$ cat config.mk
export PLATFORM = sky130hd
export DESIGN_NAME = mvm_job_sequencer
export DESIGN_NICKNAME = d
export VERILOG_FILES = /design/src/rtl/mvm_pkg.sv /design/src/rtl/mvm_result_buf.sv /design/src/rtl/mvm_job_sequencer.sv
export SDC_FILE = /design/constraint.sdc
export NUM_CORES = 1
export LEC_CHECK = 0
export ABC_AREA = 1
export BUFFER_PORTS_ARGS = -buffer_cell sky130_fd_sc_hd__buf_4
export CORE_UTILIZATION = 47
export CTS_BUF_LIST = sky130_fd_sc_hd__clkbuf_4 sky130_fd_sc_hd__clkbuf_8
export CTS_CLUSTER_DIAMETER = 120
export DETAILED_ROUTE_END_ITERATION = 6
export PLACE_DENSITY = 0.79
export SLEW_MARGIN = 5
export SYNTH_ARGS = -nofsm -noshare
export SYNTH_HDL_FRONTEND = slang
export SYNTH_SLANG_ARGS = --single-unit
$ cat constraint.sdc
create_clock -name clk -period 10.55 [get_ports clk]
set_clock_uncertainty 0.1 [all_clocks]
set_input_delay 1.5825 -clock clk [delete_from_list [all_inputs] [get_ports clk]]
set_output_delay 1.5825 -clock clk [all_outputs]
set_load 0.03 [all_outputs]
$ cat src/rtl/mvm_pkg.sv
// rtl/mvm_pkg.sv - shared MVM dimensions and job sequencer state type
package mvm_pkg;

    localparam int MVM_N  = 8;
    localparam int MVM_DW = 8;
    localparam int MVM_CW = 24;

    typedef enum logic [2:0] {
        ST_IDLE,
        ST_CLEAR,
        ST_LOAD_A,
        ST_LOAD_B,
        ST_WAIT_DONE,
        ST_DRAIN
    } seq_state_e;

endpackage

$ cat src/rtl/mvm_result_buf.sv
// rtl/mvm_result_buf.sv - result capture registers with indexed read
module mvm_result_buf
    import mvm_pkg::*;
#(
    parameter int N  = MVM_N,
    parameter int CW = MVM_CW,
    parameter int IW = $clog2(MVM_N)
) (
    input  logic                  clk,
    input  logic                  i_cap_en,
    input  logic [N-1:0][CW-1:0]  i_cap_data,
    input  logic [IW-1:0]         i_rd_idx,
    output logic [CW-1:0]         o_rd_data
);

    // Contents persist across jobs and are only replaced on the next capture.
    logic [N-1:0][CW-1:0] r_buf;

    always_ff @(posedge clk) begin
        if (i_cap_en) begin
            r_buf <= i_cap_data;
        end
    end

    assign o_rd_data = r_buf[i_rd_idx];

endmodule

$ cat src/rtl/mvm_job_sequencer.sv
// rtl/mvm_job_sequencer.sv - loads A/B operands into the MVM datapath and drains its results
module mvm_job_sequencer
    import mvm_pkg::*;
#(
    parameter int N  = MVM_N,
    parameter int DW = MVM_DW,
    parameter int CW = MVM_CW
) (
    input  logic                  clk,
    input  logic                  rst,
    input  logic                  start,
    output logic                  busy,
    output logic                  job_done,
    input  logic                  in_valid,
    input  logic [DW-1:0]         in_data,
    output logic                  in_ready,
    output logic [N-1:0]          a_wren,
    output logic [N-1:0][DW-1:0]  a_data,
    output logic                  b_wren,
    output logic [DW-1:0]         b_data,
    input  logic [N-1:0]          a_full,
    input  logic                  b_full,
    output logic                  mvm_rst_n,
    input  logic                  mvm_done,
    input  logic [N-1:0][CW-1:0]  mvm_c,
    output logic                  out_valid,
    output logic [CW-1:0]         out_data,
    output logic                  out_last,
    input  logic                  out_ready
);

    localparam int NN = N * N;
    localparam int BW = $clog2(NN);
    localparam int RW = $clog2(N);

    seq_state_e      r_state;
    seq_state_e      w_next;
    logic [BW-1:0]   r_byte_idx;
    logic [RW-1:0]   r_b_idx;
    logic [RW-1:0]   r_out_idx;
    logic            r_clr_cnt;
    logic            r_job_done;
    logic            r_rst_q;

    logic [RW-1:0]   w_row;
    logic            w_in_ready;
    logic            w_accept;
    logic            w_a_last;
    logic            w_b_last;
    logic            w_out_hs;
    logic            w_out_last_idx;
    logic            w_capture;
    logic [CW-1:0]   w_buf_data;

    assign w_row          = RW'(r_byte_idx / BW'(N));
    assign w_in_ready     = ((r_state == ST_LOAD_A) && !a_full[w_row]) ||
                            ((r_state == ST_LOAD_B) && !b_full);
    assign w_accept       = in_valid && w_in_ready;
    assign w_a_last       = (r_byte_idx == BW'(NN - 1));
    assign w_b_last       = (r_b_idx == RW'(N - 1));
    assign w_out_last_idx = (r_out_idx == RW'(N - 1));
    assign w_out_hs       = (r_state == ST_DRAIN) && out_ready;
    assign w_capture      = (r_state == ST_WAIT_DONE) && mvm_done;

    always_ff @(posedge clk) begin
        if (rst) begin
            r_state <= ST_IDLE;
        end else begin
            r_state <= w_next;
        end
    end

    always_comb begin
        w_next = r_state;
        case (r_state)
            ST_IDLE:      if (start)                        w_next = ST_CLEAR;
            ST_CLEAR:     if (r_clr_cnt)                    w_next = ST_LOAD_A;
            ST_LOAD_A:    if (w_accept && w_a_last)         w_next = ST_LOAD_B;
            ST_LOAD_B:    if (w_accept && w_b_last)         w_next = ST_WAIT_DONE;
            ST_WAIT_DONE: if (mvm_done)                     w_next = ST_DRAIN;
            ST_DRAIN:     if (w_out_hs && w_out_last_idx)   w_next = ST_IDLE;
            default:                                        w_next = ST_IDLE;
        endcase
    end

    always_comb begin
        busy      = (r_state != ST_IDLE);
        job_done  = r_job_done;
        in_ready  = w_in_ready;
        a_wren    = '0;
        if ((r_state == ST_LOAD_A) && w_accept) begin
            a_wren[w_row] = 1'b1;
        end
        for (int i = 0; i < N; i++) begin
            a_data[i] = in_data;
        end
        b_wren    = (r_state == ST_LOAD_B) && w_accept;
        b_data    = in_data;
        mvm_rst_n = !r_rst_q && (r_state != ST_CLEAR);
        out_valid = (r_state == ST_DRAIN);
        out_data  = w_buf_data;
        out_last  = (r_state == ST_DRAIN) && w_out_last_idx;
    end

    // Counters return to zero at their terminal value rather than wrapping.
    always_ff @(posedge clk) begin
        if (rst) begin
            r_byte_idx <= '0;
            r_b_idx    <= '0;
            r_out_idx  <= '0;
            r_clr_cnt  <= 1'b0;
            r_job_done <= 1'b0;
            r_rst_q    <= 1'b1;
        end else begin
            r_rst_q    <= 1'b0;
            r_job_done <= w_out_hs && w_out_last_idx;
            case (r_state)
                ST_IDLE: begin
                    r_byte_idx <= '0;
                    r_b_idx    <= '0;
                    r_out_idx  <= '0;
                    r_clr_cnt  <= 1'b0;
                end
                ST_CLEAR: begin
                    r_clr_cnt <= ~r_clr_cnt;
                end
                ST_LOAD_A: begin
                    if (w_accept) begin
                        r_byte_idx <= w_a_last ? '0 : r_byte_idx + BW'(1);
                    end
                end
                ST_LOAD_B: begin
                    if (w_accept) begin
                        r_b_idx <= w_b_last ? '0 : r_b_idx + RW'(1);
                    end
                end
                ST_DRAIN: begin
                    if (w_out_hs) begin
                        r_out_idx <= w_out_last_idx ? '0 : r_out_idx + RW'(1);
                    end
                end
                default: begin
                end
            endcase
        end
    end

    mvm_result_buf #(
        .N  (N),
        .CW (CW),
        .IW (RW)
    ) u_result_buf (
        .clk        (clk),
        .i_cap_en   (w_capture),
        .i_cap_data (mvm_c),
        .i_rd_idx   (r_out_idx),
        .o_rd_data  (w_buf_data)
    );

endmodule

==> results of run 1 <==
## cell usage after synthesis, types with 3 or more instances
cell type  count
inv_1         30
inv_2          3
a21oi_1       11
dfxtp_1       18
o21ai_0      101
nand2_2        6
nand2_1       35
nor2_1       198
nand3_1       16
a211oi_1       3
edfxtp_1     192
clkbuf_1      38
buf_4         72
ha_1           5
a31oi_1       25
o22ai_1       24
nor3_1         7
## per-layer routing
metal / up-vias / share of wire / track usage
met5: - / 0 / 0
met4: 0 / 0.054 / 0.152
met3: 99 / 0.077 / 0.0523
met2: 307 / 0.47 / 0.364
met1: 3022 / 0.39 / 0.289
li1: 3097 / - / -
## worst register-to-register path, cell delays in order (launching register included)
cell and delay (ns):
dfxtp_4 0.52, buf_4 0.64, ha_1 0.27, ha_1 0.16
a21oi_1 0.10, inv_1 0.06, nand2_1 0.07, inv_1 0.07
nand2_2 0.07, nor2_4 0.13, nand2_1 0.06, nand2_1 0.06
inv_1 0.04
## flip-flops by register name (all words and copies together) (netlist names)
| name | count |
|---|---|
| job_done | 1 |
| r_b_idx | 3 |
| r_byte_idx | 6 |
| r_clr_cnt | 1 |
| r_out_idx | 3 |
| r_rst_q | 1 |
| r_state | 3 |
| u_result_buf.r_buf | 192 |
## final cells by class
cell class	instances	area, um^2
Inverter	35	134
Clock buffer	53	629
Fill cell	1518	7510
Timing Repair Buffer	250	1890
Multi-Input combinational cell	445	2120
Tap cell	260	325
Sequential cell	210	6130
Clock inverter	8	86.3
## metrics by stage
stage / cells / area (um^2) / hold slack [ns] / total power, mW
after floorplan: 802 / 9070 / 0.354 / 1.73
after global routing: 1261 / 11300 / 0.425 / 2.89
after CTS: 1261 / 11300 / 0.377 / 2.77
final: 1261 / 11300 / 0.381 / 2.75
after detailed placement: 1200 / 10600 / 0.368 / 2.03
after global placement: 1200 / 10600 / 0.369 / 2.01
## cell families (layout without fill, tap and decap cells)
kind of cell,Yosys count,after routing
compound gates,168,168
simple gates,270,270
flops,210,210
buf+inv,147,346
fa+ha+maj,5,5
xor+xnor,2,2
## path summary, 6_finish.rpt
| path | start | end | slack, ns | cells past startpoint |
|---|---|---|---|---|
| max | a_full[4] | a_wren[5] | 5.96 | 15 |
| min | r_clr_cnt | r_clr_cnt | 0.38 | 2 |
| max reg2reg | r_out_idx[0] | r_state[1] | 8.10 | 12 |
| min reg2reg | r_clr_cnt | r_clr_cnt | 0.38 | 2 |
## power by group through the flow
stage | clock [mW] | sequential [mW] | combinational [mW]
6_report | 0.738 | 1.04 | 0.969
5_1_grt | 0.786 | 1.05 | 1.06
4_1_cts | 0.753 | 1.04 | 0.975
3_5_place_dp | 0 | 1.06 | 0.972
3_3_place_gp | 0 | 1.05 | 0.957
2_1_floorplan | 0 | 1.06 | 0.674
==> impl_summary.txt, run 1 <==
----------------------------------------------------
[Critical path]
  Critical Path Source Type ... input pin
  Crit path DAT ... 2.91 ns
  Required time at the worst-slack endpoint ... about 8.9 ns
  Biggest cell delay along the critical path ... about 0.17 ns
  Critical Path Sink Type ... output port
  Buffer and inverter count on the worst path ... 5
  Critical Setup Path Class ... input pin to output port
  Top Family by Delay on Critical Path ... simple AND/OR/NAND/NOR gates
  Worst-path maximum fanout ... 8
  Cell-by-cell trace of the critical path ... buf_4 > inv_1 > nand2_1 > nand3_1 > nand2_1 > nor2_1 > nand2_1 > nand2_2 > nand2_2 > clkinv_2 > nand2_4 > clkinv_2 > nand2_2 > nor2_1 > buf_4
  Max stage delay cell, worst path ... buf_4

[Synthesis]
  Flip-flop cell with the highest count after synthesis ... edfxtp_1
  Yosys warning count ... 0
  Xor/xnor cell area share of the yosys netlist ... 0.00193
  Unique cell type count in the Yosys netlist ... 28
  Number of cells produced by synthesis ... 802
  Post-Synthesis Cell Area ... 9070 um^2
  Combinational family with the most area after synthesis ... simple AND/OR/NAND/NOR gates
  Flip-flop and latch count after synthesis ... between 200 and 250
  Post-synthesis async set-or-reset flop share ... 0
  Proportion of synthesized area in mux cells ... 0
  Top cell type's share of synthesized area ... 0.636
  Register area share after synthesis ... 0.676
  Largest area contributor in the netlist ... edfxtp_1
  Number of flops mapped to enable cells by yosys ... 192
  Post-synthesis simple-gate area fraction ... 0.123
  Synth Area per Inst ... roughly 11 um^2
  Compound-cell area share of the yosys netlist ... 0.102
  Main area contributors after synthesis ... edfxtp_1 (64%), nor2_1 (8.2%), buf_4 (6.0%), o21ai_0 (5.6%), dfxtp_1 (4.0%)
  Synth Net Count ... approximately 1,000
  Adder and majority cell fraction of the synthesized area ... 0.00690

[Pwr]
  Internal ... ~1.7 mW
  Power Density ... 243 nW/um^2
  Part of the total power dissipated in the clock network ... 0.269
  Peak supply drop ... between 0.1 and 0.15 mV
  Part of the power in combinational logic ... 0.353
  Static Leak ... 4.44 nW
  Power dissipated by switching net loads ... 1.02 mW
  Switching part of the total ... 0.370
  Fraction of power consumed by sequential logic ... 0.379

[Floorplan]
  Die area ... slightly below 20,000 um^2
  # IOs ... approximately 330
  Effective utilization at floorplan ... 0.481
  Die height ... ~140 um
  Floorplan core area ... approximately 19,000 um^2
  Total number of placement rows ... 50
  X dimension of the die ... ~140 um

[Final layout]
  Antenna cells ... 0
  Most frequent cells in the layout ... buf_4 (249), nor2_1 (197), edfxtp_1 (192)
  Area grow syn2layout ... 24.8%
  Ratio of cells with drive above 1 in the final layout ... 0.332
  Utilization after layout ... 0.601
  Commonest non-fill, non-tap cell in the layout ... buf_4
  Final-stage net count ... ~1,200

[Detailed routing]
  Routed vias/inst ... approximately 5.2
  Routed WL ... 23,000 um
  Drt drc ... 0
  First-pass detailed-route iteration total ... 5
  Remaining antenna violation count after routing ... 0
  DR WL/cell ... 18.2 um
  Detailed Route Iter0 Violations ... about 500
  Total via count in the routed design ... 6,525

[Place]
  Number of buffers added on ports ... 245
  Routability congestion estimate ... ~0.83
  Post-Place Worst Slack ... 5.99 ns
  Detailed Place HPWL ... 15,200 um

[Clocking]
  CTS root buf ... clkbuf_8
  Skew-Pair Late Insertion Delay ... 0.51 ns
  Clock slew at reported path FFs ... ~0.06 ns
  Buffer levels on the longest clock path ... 3
  Level count of the clock H-tree ... 2
  Postcts setup bufs ... 0
  TritonCTS Sinks ... 210
  Cts hold-fix bufs ... 0
  Number of resized instances in the post-cts repair step ... 0
  CTS tree ... done
  Cts bufs inserted ... 37

[Global route]
  Combined global-route utilization of all metal layers ... 0.231
  Antenna violations before repair ... 0
  Largest net degree at the start of global routing ... 193
  Aggregate global routing overflow ... 0
  First-pass GRT wire length ... 34,500 um
  Via count of the first global-routing pass ... between 6,000 and 7,000

[Timing]
  Setup violations, final ... 0
  Fin. max-slew vios ... 0
  Tightest Pin Transition ... 0.996 ns
  Setup Total Neg Slack ... 0 ns
  Maximum clock rate ... ~220 MHz
  Final worst slack ... approximately 6 ns
  Max-slew headroom ... 0.336
  Number of hold violations in the final report ... 0
  Setup repair after global routing missed its margin ... false
  Final period util ... 0.435
  Final worst path period need ... around 4.6 ns

[Run]
  Count of maximum capacitance violations ... 0

[Worst hold path]
  Class of the tightest hold or removal check ... flip-flop to flip-flop

[Outcome]
  Result of the run ... complete, no violations

----------------------------------------------------
Note: power is estimated with default switching activity, not from simulation.
==> run 2: changes to the inputs <==
==> constraint.sdc (replaced) <==
create_clock -name clk -period 4 [get_ports clk]
set_clock_uncertainty 0.1 [all_clocks]
set_input_delay 0.6 -clock clk [delete_from_list [all_inputs] [get_ports clk]]
set_output_delay 0.6 -clock clk [all_outputs]
set_load 0.03 [all_outputs]
==> impl_summary.txt, run 2 (synthesis gave the netlist of run 1 again) <==
----------------------------------------------------
[Clocking]
  CTS root buf ... clkbuf_8
  CTS tree ... done
  Postcts setup bufs ... 0
  Buffer levels on the longest clock path ... 3
  Cts hold-fix bufs ... 0
  Clock slew at reported path FFs ... around 0.06 ns
  Cts bufs inserted ... 37
  TritonCTS Sinks ... 210
  Level count of the clock H-tree ... 2
  Skew-Pair Late Insertion Delay ... about 0.52 ns
  Number of resized instances in the post-cts repair step ... 0

[Floorplan]
  Die area ... 19,800 um^2
  Total number of placement rows ... 50
  # IOs ... 326
  Die height ... between 100 and 150 um
  X dimension of the die ... 141 um
  Floorplan core area ... between 15,000 and 20,000 um^2
  Effective utilization at floorplan ... 0.481

[Critical path]
  Biggest cell delay along the critical path ... ~0.46 ns
  Worst-path maximum fanout ... 37
  Cell-by-cell trace of the critical path ... inv_2 > buf_4 > o21ai_0 > o22ai_1 > nor2_1 > a31oi_1 > buf_4
  Crit path DAT ... 2.70 ns
  Critical Path Source Type ... flip-flop
  Max stage delay cell, worst path ... dfxtp_4
  Critical Setup Path Class ... flip-flop to output port
  Most Frequent Cell on Critical Path ... buf_4
  Critical Path Sink Type ... output port
  Required time at the worst-slack endpoint ... around 3.3 ns

[Place]
  Routability congestion estimate ... just over 0.9
  Number of placed cells counting well taps ... around 1,200
  Number of buffers added on ports ... around 250
  Cell Area, Placed ... about 11,000 um^2
  Detailed Place HPWL ... 16,200 um
  Post-Place Worst Slack ... around 1.1 ns

[Final layout]
  Utilization after layout ... 0.609
  Final standard cell count with taps included and fillers excluded ... ~1,300
  Post-route design area ... ~11,000 um^2
  Fill cell instance count of the final layout ... around 1,500
  Final-stage net count ... ~1,200
  Area grow syn2layout ... 26.4%
  Most frequent cells in the layout ... buf_4 (252), nor2_1 (197), edfxtp_1 (192)
  Biggest registers after layout ... u_result_buf.r_buf x192, r_byte_idx x6
  Register area ... about 6000 um^2
  Area taken by multi-input logic gates ... ~2100 um^2
  Flip-flop count of the largest register after layout ... ~190
  Ratio of cells with drive above 1 in the final layout ... 0.336
  Commonest non-fill, non-tap cell in the layout ... buf_4
  Reg with most FFs ... u_result_buf.r_buf

[Timing]
  Fin. max-slew vios ... 0
  Setup violations, final ... 0
  Final period util ... 0.851
  Final worst slack ... roughly 0.60 ns
  Max-slew headroom ... 0.416
  Setup repair after global routing missed its margin ... false
  Maximum clock rate ... between 200 and 300 MHz
  Final worst path period need ... 3.40 ns
  Final hold slack ... about 0.15 ns
  Number of hold violations in the final report ... 0
  Setup Total Neg Slack ... 0 ns
  Tightest Pin Transition ... about 0.9 ns

[Pwr]
  Part of the total power dissipated in the clock network ... 0.287
  Power dissipated by switching net loads ... around 2.7 mW
  Switching part of the total ... 0.364
  Total Power ... 7.49 mW
  Fraction of power consumed by sequential logic ... 0.370
  Part of the power in combinational logic ... 0.343
  Internal ... 4.76 mW
  Peak supply drop ... between 0.4 and 0.5 mV
  Power Density ... about 650 nW/um^2
  Static Leak ... approximately 4.5 nW

[Global route]
  Via count of the first global-routing pass ... 6,425
  Largest net degree at the start of global routing ... between 80 and 90
  M1 GR Usage ... 0.307
  Fraction of met2 tracks used by global routing ... 0.380
  Met3 Usage GRT ... 0.0543
  Aggregate global routing overflow ... 0
  Combined global-route utilization of all metal layers ... 0.240
  Antenna violations before repair ... 1
  First-pass GRT wire length ... about 36,000 um
  Global routing's busiest layer ... met2

[Detailed routing]
  Drt drc ... 0
  Routed WL ... roughly 24,000 um
  DR WL/cell ... about 19 um
  Total via count in the routed design ... 6,624
  Detailed Route Iter0 Violations ... about 530
  Remaining antenna violation count after routing ... 0
  First-pass detailed-route iteration total ... 4
  Routed vias/inst ... ~5.2

[Outcome]
  Result of the run ... complete, no violations

[Worst hold path]
  Class of the tightest hold or removal check ... input pin to flip-flop

[Run]
  Count of maximum capacitance violations ... 0

----------------------------------------------------
==> run 2: power by group through the flow <==
| stage | Clock, mW | Sequential [mW] | Combinational [mW] |
|---|---|---|---|
| 3_3_place_gp | 0 | 2.81 | 2.50 |
| 4_1_cts | 2.19 | 2.77 | 2.56 |
| 6_report | 2.15 | 2.77 | 2.57 |
| 2_1_floorplan | 0 | 2.75 | 1.78 |
| 3_5_place_dp | 0 | 2.81 | 2.55 |
| 5_1_grt | 2.28 | 2.79 | 2.78 |
==> run 2: layout make-up <==
class	instances	area share
sequential	210	0.535
multi-input combinational	445	0.185
timing repair buffer	254	0.169
clock buffer	50	0.0535
tap	260	0.0284
clock inverter	18	0.0167
inverter	35	0.0121
antenna	1	0.000218
==> run 2: routing by layer <==
layer,vias to the layer above,part of all wire
met5,-,0
met2,317,0.47
met3,99,0.087
met4,0,0.050
li1,3112,-
met1,3096,0.39
==> run 2: path summary, 6_finish.rpt <==
kind	cells past startpoint	startpoint	to	slack (ns)
max	7	r_out_idx[0]	out_data[18]	0.60
min	1	mvm_c[44]	u_result_buf.r_buf[44]	0.15
max reg2reg	6	r_state[0]	u_result_buf.r_buf[105]	1.64
min reg2reg	2	r_clr_cnt	r_clr_cnt	0.38
==> run 2: worst max-delay path, delay by kind of cell, from the launching register on <==
kind,cells,cell delay [ns]
compound gates,3,0.51
flops,1,0.46
buf+inv,3,1.10
simple gates,1,0.05
==> run 3: changes to the inputs <==
--- a/config.mk
+++ b/config.mk
@@ -12,6 +12,7 @@
 export CTS_CLUSTER_DIAMETER = 120
 export DETAILED_ROUTE_END_ITERATION = 6
 export PLACE_DENSITY = 0.79
+export REMOVE_ABC_BUFFERS = 1
 export SLEW_MARGIN = 5
 export SYNTH_ARGS = -nofsm -noshare
 export SYNTH_HDL_FRONTEND = slang
==> impl_summary.txt, run 3 (synthesis gave the netlist of run 1 again) <==
----------------------------------------------------
[Detailed routing]
  Detailed Route Iter0 Violations ... between 300 and 400
  Drt drc ... 0
  DR WL/cell ... between 15 and 20 um
  Total via count in the routed design ... 6,492
  Routed vias/inst ... approximately 5.1
  Routed WL ... 21,600 um
  Remaining antenna violation count after routing ... 0
  First-pass detailed-route iteration total ... 7

[Global route]
  Antenna violations before repair ... 0
  Combined global-route utilization of all metal layers ... 0.218
  First-pass GRT wire length ... around 33,000 um
  Aggregate global routing overflow ... 0
  Via count of the first global-routing pass ... about 6,300
  Largest net degree at the start of global routing ... 115

[Timing]
  Tightest Pin Transition ... 0.972 ns
  Setup Total Neg Slack ... 0 ns
  Maximum clock rate ... 292 MHz
  Number of hold violations in the final report ... 0
  Max-slew headroom ... 0.351
  Final worst path period need ... around 3.4 ns
  Setup repair after global routing missed its margin ... false
  Final worst slack ... between 0.5 and 0.6 ns
  Fin. max-slew vios ... 0
  Setup violations, final ... 0
  Final period util ... 0.855

[Critical path]
  Biggest cell delay along the critical path ... around 0.6 ns
  Top Family by Delay on Critical Path ... buffers and inverters
  Buffer and inverter count on the worst path ... 3
  Crit path DAT ... about 2.7 ns
  Max stage delay cell, worst path ... inv_2
  Cell-by-cell trace of the critical path ... inv_2 > buf_4 > o21ai_0 > o22ai_1 > nor2_1 > a31oi_1 > buf_4
  Critical Path Sink Type ... output port
  Critical Setup Path Class ... flip-flop to output port
  Most Frequent Cell on Critical Path ... buf_4
  Required time at the worst-slack endpoint ... about 3.3 ns
  Critical Path Source Type ... flip-flop
  Worst-path maximum fanout ... 50

[Run]
  Count of maximum capacitance violations ... 0

[Clocking]
  Buffer levels on the longest clock path ... 3
  Level count of the clock H-tree ... 2
  Postcts setup bufs ... 0
  CTS root buf ... clkbuf_8
  Cts hold-fix bufs ... 0
  Cts bufs inserted ... 36
  CTS tree ... done
  TritonCTS Sinks ... between 200 and 250
  Clock slew at reported path FFs ... 0.07 ns
  Skew-Pair Late Insertion Delay ... ~0.50 ns
  Number of resized instances in the post-cts repair step ... 0

[Final layout]
  Reg with most FFs ... u_result_buf.r_buf
  Most frequent cells in the layout ... buf_4 (252), nor2_1 (197), edfxtp_1 (192)
  Area grow syn2layout ... 24.9%
  Final-stage net count ... approximately 1,200
  Biggest registers after layout ... u_result_buf.r_buf x192, r_byte_idx x6
  Ratio of cells with drive above 1 in the final layout ... 0.328
  Flip-flop count of the largest register after layout ... approximately 190
  Commonest non-fill, non-tap cell in the layout ... buf_4
  Antenna cells ... 0
  Final standard cell count with taps included and fillers excluded ... between 1,000 and 1,500

[Floorplan]
  Total number of placement rows ... 50
  Effective utilization at floorplan ... 0.481
  # IOs ... 326
  Floorplan core area ... 18,800 um^2
  X dimension of the die ... between 100 and 150 um
  Die height ... around 140 um
  Die area ... roughly 20,000 um^2

[Pwr]
  Part of the total power dissipated in the clock network ... 0.260
  Part of the power in combinational logic ... 0.348
  Total Power ... ~7.1 mW
  Power dissipated by switching net loads ... around 2.6 mW
  Power Density ... 624 nW/um^2
  Internal ... ~4.5 mW
  Fraction of power consumed by sequential logic ... 0.391
  Static Leak ... 4.44 nW
  Switching part of the total ... 0.361
  Peak supply drop ... slightly below 0.6 mV

[Place]
  Post-Place Worst Slack ... 1.06 ns
  Number of buffers added on ports ... between 200 and 250
  Detailed Place HPWL ... between 10,000 and 15,000 um
  Routability congestion estimate ... about 0.81
  Number of placed cells counting well taps ... between 1,000 and 1,500

[Outcome]
  Result of the run ... complete, no violations

[Worst hold path]
  Class of the tightest hold or removal check ... input pin to flip-flop

----------------------------------------------------
run 3: changes by cell type in the layout (fill, tap and decap cells not counted):
cell	previous run	this run
bufinv_16	4	1
clkbuf_4	12	8
clkinv_2	5	7
clkinvlp_4	2	1
dfxtp_1	13	16
dfxtp_2	3	1
dfxtp_4	2	1
diode_2	1	0
inv_1	27	28
inv_2	4	5
inv_4	2	0
inv_6	0	1
inv_8	1	0
run 3: power groups by stage:
stage          sequential, mW  clock (mW)  combinational [mW]
3_5_place_dp             2.81           0                2.47
6_report                 2.77        1.84                2.46
5_1_grt                  2.79        1.98                2.69
4_1_cts                  2.77        1.89                2.48
3_3_place_gp             2.80           0                2.41
2_1_floorplan            2.89           0                1.48
run 3: through the flow:
step / utilization / cell area, um^2 / hold slack [ns]
6_report: 0.602 / 11300 / 0.156
5_1_grt: 0.602 / 11300 / 0.124
4_1_cts: 0.602 / 11300 / 0.128
3_5_place_dp: 0.565 / 10600 / 0.382
3_3_place_gp: 0.565 / 10600 / 0.367
2_1_floorplan: - / 8370 / 0.348
run 3: final timing paths:
check / slack [ns] / endpoint / start / depth (start not counted)
worst max-delay path: 0.58 / out_data[16] / r_out_idx[0] / 7
worst min-delay path: 0.16 / u_result_buf.r_buf[185] / mvm_c[185] / 1
worst max register to register: 1.50 / r_state[1] / r_out_idx[0] / 12
worst min register to register: 0.38 / r_clr_cnt / r_clr_cnt / 2
run 3: layout make-up:
class / instances / area [um^2]
Clock buffer: 46 / 583
Clock inverter: 16 / 101
Fill cell: 1524 / 7500
Inverter: 35 / 134
Multi-Input combinational cell: 445 / 2120
Sequential cell: 210 / 6130
Tap cell: 260 / 325
Timing Repair Buffer: 254 / 1930
run 3: metal layers:
| layer | GRT usage | wire, um |
|---|---|---|
| met4 | 0.0818 | 541 |
| met5 | 0.0201 | 52 |
| met3 | 0.0992 | 2400 |
| met2 | 0.351 | 10100 |
| met1 | 0.254 | 8510 |
